### src/rtl/regfile_pkg.sv
// Shared widths and the write-back queue entry type for the register file slice.
package regfile_pkg;

  localparam int unsigned ADDR_W = 5;
  localparam int unsigned DATA_W = 32;
  localparam int unsigned NREG   = 2 ** ADDR_W;

  typedef struct packed {
    logic [ADDR_W-1:0] addr;
    logic [DATA_W-1:0] data;
  } wb_entry_t;

endpackage

### src/rtl/wb_fifo.sv
// Write-back queue: DEPTH entries, FIFO order, full/empty distinguished by the count.
module wb_fifo
  import regfile_pkg::*;
#(
  parameter int unsigned DEPTH = 4,
  localparam int unsigned PTR_W = $clog2(DEPTH)
) (
  input  logic                  clk,
  input  logic                  reset,
  input  logic                  push,
  input  wb_entry_t             push_entry,
  input  logic                  pop,
  output wb_entry_t             pop_entry,
  output logic                  full,
  output logic                  empty,
  output logic [PTR_W:0]        count,
  output logic [PTR_W-1:0]      head,
  output wb_entry_t [DEPTH-1:0] entries
);

  wb_entry_t [DEPTH-1:0] mem_q;
  logic [PTR_W-1:0]      head_q, head_d, tail_q, tail_d;
  logic [PTR_W:0]        count_q, count_d;
  logic                  do_push, do_pop;

  assign full    = (count_q == (PTR_W+1)'(DEPTH));
  assign empty   = (count_q == '0);
  assign do_push = push && !full;
  assign do_pop  = pop && !empty;

  // Pointers wrap naturally because DEPTH is a power of two.
  always_comb begin
    head_d  = head_q;
    tail_d  = tail_q;
    count_d = count_q;
    if (do_push) tail_d = tail_q + 1'b1;
    if (do_pop)  head_d = head_q + 1'b1;
    case ({do_push, do_pop})
      2'b10:   count_d = count_q + 1'b1;
      2'b01:   count_d = count_q - 1'b1;
      default: count_d = count_q;
    endcase
  end

  always_ff @(posedge clk or posedge reset) begin
    if (reset) begin
      head_q  <= '0;
      tail_q  <= '0;
      count_q <= '0;
    end else begin
      head_q  <= head_d;
      tail_q  <= tail_d;
      count_q <= count_d;
    end
  end

  always_ff @(posedge clk) begin
    if (do_push) mem_q[tail_q] <= push_entry;
  end

  assign pop_entry = mem_q[head_q];
  assign count     = count_q;
  assign head      = head_q;
  assign entries   = mem_q;

endmodule

### src/rtl/regfile_wb_buffer.sv
// Register file with a write-back queue that commits only while phase_in is high.
// Define REGFILE_BYPASS_EN to forward queued writes to the read ports.
module regfile_wb_buffer
  import regfile_pkg::*;
#(
  parameter int unsigned DEPTH = 4,
  localparam int unsigned PTR_W = $clog2(DEPTH)
) (
  input  logic              clk,
  input  logic              reset,
  input  logic              phase_in,
  input  logic              wr_valid,
  output logic              wr_ready,
  input  logic [ADDR_W-1:0] wr_addr,
  input  logic [DATA_W-1:0] wr_data,
  input  logic [ADDR_W-1:0] rd0_addr,
  input  logic [ADDR_W-1:0] rd1_addr,
  output logic [DATA_W-1:0] rd0_data,
  output logic [DATA_W-1:0] rd1_data,
  output logic [PTR_W:0]    pending,
  output logic              overflow
);

  logic             full, empty, push, commit, overflow_q;
  wb_entry_t        push_entry, pop_entry;
  logic [DATA_W-1:0] regs_q [NREG];

`ifdef REGFILE_BYPASS_EN
  wb_entry_t [DEPTH-1:0] entries;
  logic [PTR_W-1:0]      head;
`else
  wb_entry_t [DEPTH-1:0] unused_entries;
  logic [PTR_W-1:0]      unused_head;
`endif

  assign wr_ready   = !full;
  // Writes to r0 are accepted but never enqueued.
  assign push       = wr_valid && wr_ready && (wr_addr != '0);
  assign commit     = phase_in && !empty;
  assign push_entry = '{addr: wr_addr, data: wr_data};

  wb_fifo #(
    .DEPTH(DEPTH)
  ) u_fifo (
    .clk       (clk),
    .reset     (reset),
    .push      (push),
    .push_entry(push_entry),
    .pop       (commit),
    .pop_entry (pop_entry),
    .full      (full),
    .empty     (empty),
    .count     (pending),
`ifdef REGFILE_BYPASS_EN
    .head      (head),
    .entries   (entries)
`else
    .head      (unused_head),
    .entries   (unused_entries)
`endif
  );

  always_ff @(posedge clk or posedge reset) begin
    if (reset) begin
      for (int i = 0; i < int'(NREG); i++) regs_q[i] <= '0;
    end else if (commit) begin
      regs_q[pop_entry.addr] <= pop_entry.data;
    end
  end

  always_ff @(posedge clk or posedge reset) begin
    if (reset) begin
      overflow_q <= 1'b0;
    end else if (wr_valid && !wr_ready) begin
      overflow_q <= 1'b1;
    end
  end

  assign overflow = overflow_q;

  // Scan oldest to newest so the newest matching queued entry wins.
  function automatic logic [DATA_W-1:0] read_reg(input logic [ADDR_W-1:0] addr);
    logic [DATA_W-1:0] val;
    val = regs_q[addr];
`ifdef REGFILE_BYPASS_EN
    for (int i = 0; i < int'(DEPTH); i++) begin
      logic [PTR_W-1:0] idx;
      idx = head + PTR_W'(i);
      if (((PTR_W+1)'(i) < pending) && (entries[idx].addr == addr)) val = entries[idx].data;
    end
`endif
    if (addr == '0) val = '0;
    return val;
  endfunction

  assign rd0_data = read_reg(rd0_addr);
  assign rd1_data = read_reg(rd1_addr);

endmodule

### config.mk
export PLATFORM = sky130hd
export DESIGN_NAME = regfile_wb_buffer
export DESIGN_NICKNAME = d
export VERILOG_FILES = /design/src/rtl/regfile_pkg.sv /design/src/rtl/wb_fifo.sv /design/src/rtl/regfile_wb_buffer.sv
export SDC_FILE = /design/constraint.sdc
export NUM_CORES = 2
export LEC_CHECK = 0
export ABC_CLOCK_PERIOD_IN_PS = 50500
export BUFFER_PORTS_ARGS = -buffer_cell sky130_fd_sc_hd__buf_2
export CAP_MARGIN = 20
export CORE_AREA = 3 3 314 316
export DETAILED_ROUTE_END_ITERATION = 10
export DIE_AREA = 0 0 317 319
export PLACE_DENSITY = 0.79
export RECOVER_POWER = 50
export SLEW_MARGIN = 20
export SYNTH_ARGS = -nofsm -noshare
export SYNTH_HDL_FRONTEND = slang
export SYNTH_SLANG_ARGS = --single-unit
### constraint.sdc
create_clock -name clk -period 50.5 [get_ports clk]
set_input_delay 10.1 -clock clk [delete_from_list [all_inputs] [get_ports clk]]
set_output_delay 10.1 -clock clk [all_outputs]
set_load 0.02 [all_outputs]
==> reports/metrics.cfg <==
[setup_path]
crit_path_end_kind = output pin
critical_path_cell_by_cell = clkbuf_8, buf_4, nor2b_4, buf_4, a22oi_1, a31oi_1, buf_2
cp_num_buf_inv = 4
worstPathMaxFanout = 65
crit_path_top_delay_cell = buf_4
required_ns = 40.40
worst_path_dominant_cell_family = buffers and inverters
timing.critical_path.mode_cell = buf_4
worstPathArrival_ns = 13.77
criticalPathCategory = in2out
cpPeakStageDelay_ns = 0.82
timing.critical_path.from_type = input pin

[sta]
final-hold-violation-count = 0
post-route-period-util = 0.473
rsz_0062_raised_after_global_routing = no
timing.final.setup_violations = 0
finalWorstPathRequiredPeriod_ns = 23.87
tightestPinTransition_ns = 8.31
fin_tns_setup_ns = 0
finalClockSkew_ns = 0.0154
timing.slew.headroom = -4.54
fmaxAchievable_mhz = 41.9
finalWorstSetupSlack_ns = 26.63
finalMaxSlewViolations = 1069
worst_hold_slack_ns = 0.503

[clocking]
tritoncts.num_buffers = 119
post_cts_resize_count = 0
cts_hold_buf = 0
cts.clk_slew.worst_paths_ns = 0.06
cts_sinks = 1180
clk_buf_depth = 3
tritoncts = yes
post_cts.repair.setup_buffers = 0
root_buffer = clkbuf_16
ctsHtreeMaxLevel = 3
worst_skew_pair_latency_ns = 0.70

[global_route]
groute.usage.overall = 0.353
first_pass_grt_wire_length_mm = 262
remaining_global_route_overflow = 0
grt_max_degree = 168
grt_antenna_before_repair = 2
via_count_of_the_first_global_routing_pass = 39500

[placement]
place.port_buffers = 119
pre_cts_slack_ns = 26.66
numPlacedInstances = 4935
place.detailed.hpwl_mm = 98.7
gp_congestion = 0.838

[power_and_ir_drop]
p_sw_frac = 0.333
power.sequential.fraction = 0.427
clock_power_share = 0.231
switching_power_w = 0.00134
comb_power_frac = 0.343
cell_internal_pwr_w = 0.00268
power_density_nw_per_um2 = 61.1
peakVddDrop_v = 0.0000453
static-leakage-power_nw = 28.1

[cells_and_area]
final_layout_size_suffix_gt1_frac = 0.488
area_delta_synth_final_pct = 9.04
stdcell_count = 5161
finish.net_count = 3839
fillerInstances = 6499

[route]
antenna_left = 0
drt_pre_antenna_iters = 6
drt_iter0_markers = 4623
number_of_vias_after_detailed_routing = 38400
drt_drc_violations_left = 0
viasPerCell = 7.44
total_length_of_routed_wires_mm = 177
wl_per_cell_um = 34.2

[synthesis]
ys_seq_elements = 1180
synth_top_cells_by_count = mux2_2, dfrtp_1, mux4_2
post_synth_num_cell_types = 52
synth_async_sr_flop_share = 0.875
synthCells = 3863
syn_avg_cell_area_um2 = 15.6
yosys.area_share.simple = 0.0168
synth_sequential_area_ratio = 0.502
synth_top_area_frac = 0.428
synth_area_leader_cell = dfrtp_1
yosys.area_share.xor_xnor = 0.000872
ys_warn_count = 0
largest_family_of_logic_cells_by_synthesized_area = multiplexers
arithmetic_cell_share_of_the_synthesized_area_counting_full_adders_half_adders_and_majority_gates = 0.00137
most_used_standard_cell_by_instance_count_after_synthesis = mux2_2
top_cells_by_area_in_the_synthesized_netlist = dfrtp_1, mux2_2, mux4_2
ys.flop_type = dfrtp_1
mappedNetlistNets = 3920
synth-compound-area-share = 0.0429
synth_edf_count = 148
multiplexer_area_fraction_after_synthesis = 0.407
syn-cell-area_um2 = 60300

[status]
violations = max-capacitance violations, max-slew violations
status = complete, but fails checks

[die]
rows = 114
core-area_um2 = 96300
io_pins = 120
chipHeight_um = 319
initial_utilization = 0.626
floorplan.die.width_um = 317
floorplan.die_area_um2 = 101000

[flow_run]
drv_cap = 21

[min_path]
worst_hold_path_type = reg2reg

[worst reg2reg max path: stages (launching register included)]
cell	delay [ns]
dfrtp_1	0.43
o31ai_1	1.01
nor2_1	0.58
nand3_2	0.18
clkbuf_1	2.70
mux2_2	0.61
[sequential cells by signal, summed over array words and instances, names as in the netlist]
signal	count
u_fifo.count	3
u_fifo.tail_q	2
u_fifo.head	2
overflow	1
u_fifo.entries	148
regs_q	1024
[cell type report]
cell class	count	area [µm²]	share of cell area
Antenna cell	1	2.50	0.0000381
Clock buffer	169	3480	0.0529
Clock inverter	54	616	0.00936
Inverter	9	40.0	0.000609
Multi-Input combinational cell	2268	28500	0.433
Sequential cell	1180	30300	0.460
Tap cell	1276	1600	0.0243
Timing Repair Buffer	204	1250	0.0190
[path summary, 6_finish.rpt]
path	start	endpoint	slack, ns	cells after the start
max in group asynchronous	reset	u_fifo.head[1]$_DFFE_PP0P_	29.03	3
hold reg to reg	overflow$_DFFE_PP0P_	overflow$_DFFE_PP0P_	0.50	1
setup / recovery	rd1_addr[2]	rd1_data[25]	26.63	7
min in group asynchronous	reset	regs_q[120]$_DFFE_PP0P_	11.13	2
setup reg to reg	u_fifo.count[0]$_DFFE_PP0P_	regs_q[355]$_DFFE_PP0P_	44.91	5
hold / removal	overflow$_DFFE_PP0P_	overflow$_DFFE_PP0P_	0.50	1
[power groups by stage]
stage	clock network [W]	logic (W)	registers, W
global route	0.000973	0.00146	0.00176
floorplan	0	0.00108	0.00160
detailed placement	0	0.00136	0.00171
CTS	0.000934	0.00136	0.00169
global placement	0	0.00132	0.00168
finish	0.000926	0.00138	0.00171
[logic make-up after synthesis]
family | after synthesis
AO/OA/AOI/OAI | 329
XOR/XNOR | 6
adder cells (fa/ha/maj) | 6
buffers and inverters | 415
flip-flops | 1180
multiplexers | 1747
AND/OR/NAND/NOR | 180
[routing by layer]
metal,up-vias,track usage,wire length (µm)
li1,15000,-,-
met1,20400,0.488,67100
met2,2410,0.528,80800
met3,564,0.101,19900
met4,4,0.157,8660
met5,-,0,22
[cells in the final DEF (no fill, tap or decap), types with 10 or more instances in the layout]
cell,netlist,layout
a211oi_1,29,29
a221o_1,35,35
a221oi_1,64,64
a22o_1,29,29
a22oi_1,67,67
a31oi_1,32,32
and3_1,29,29
buf_2,134,71
buf_4,0,68
bufinv_16,0,13
clkbuf_1,231,77
clkbuf_16,0,123
clkbuf_8,0,24
clkinv_2,0,20
dfrtp_1,1032,1030
edfxtp_1,148,148
mux2_1,29,29
mux2_2,1033,1033
mux2_4,30,30
mux2i_1,211,211
mux4_2,444,444
nand2_1,43,42
nor2_1,14,10
nor3_1,32,32
nor3_4,0,11
o21ai_0,32,32
o221ai_1,29,29
[stage by stage]
step / cell area [µm²] / util / power [W]
after floorplan: 60300 / - / 0.00268
after global placement: 61800 / 0.642 / 0.00300
after detailed placement: 61800 / 0.642 / 0.00306
after CTS: 65900 / 0.684 / 0.00399
after global routing: 65700 / 0.683 / 0.00419
final: 65700 / 0.683 / 0.00401
Power figures use the tool's default switching activity.
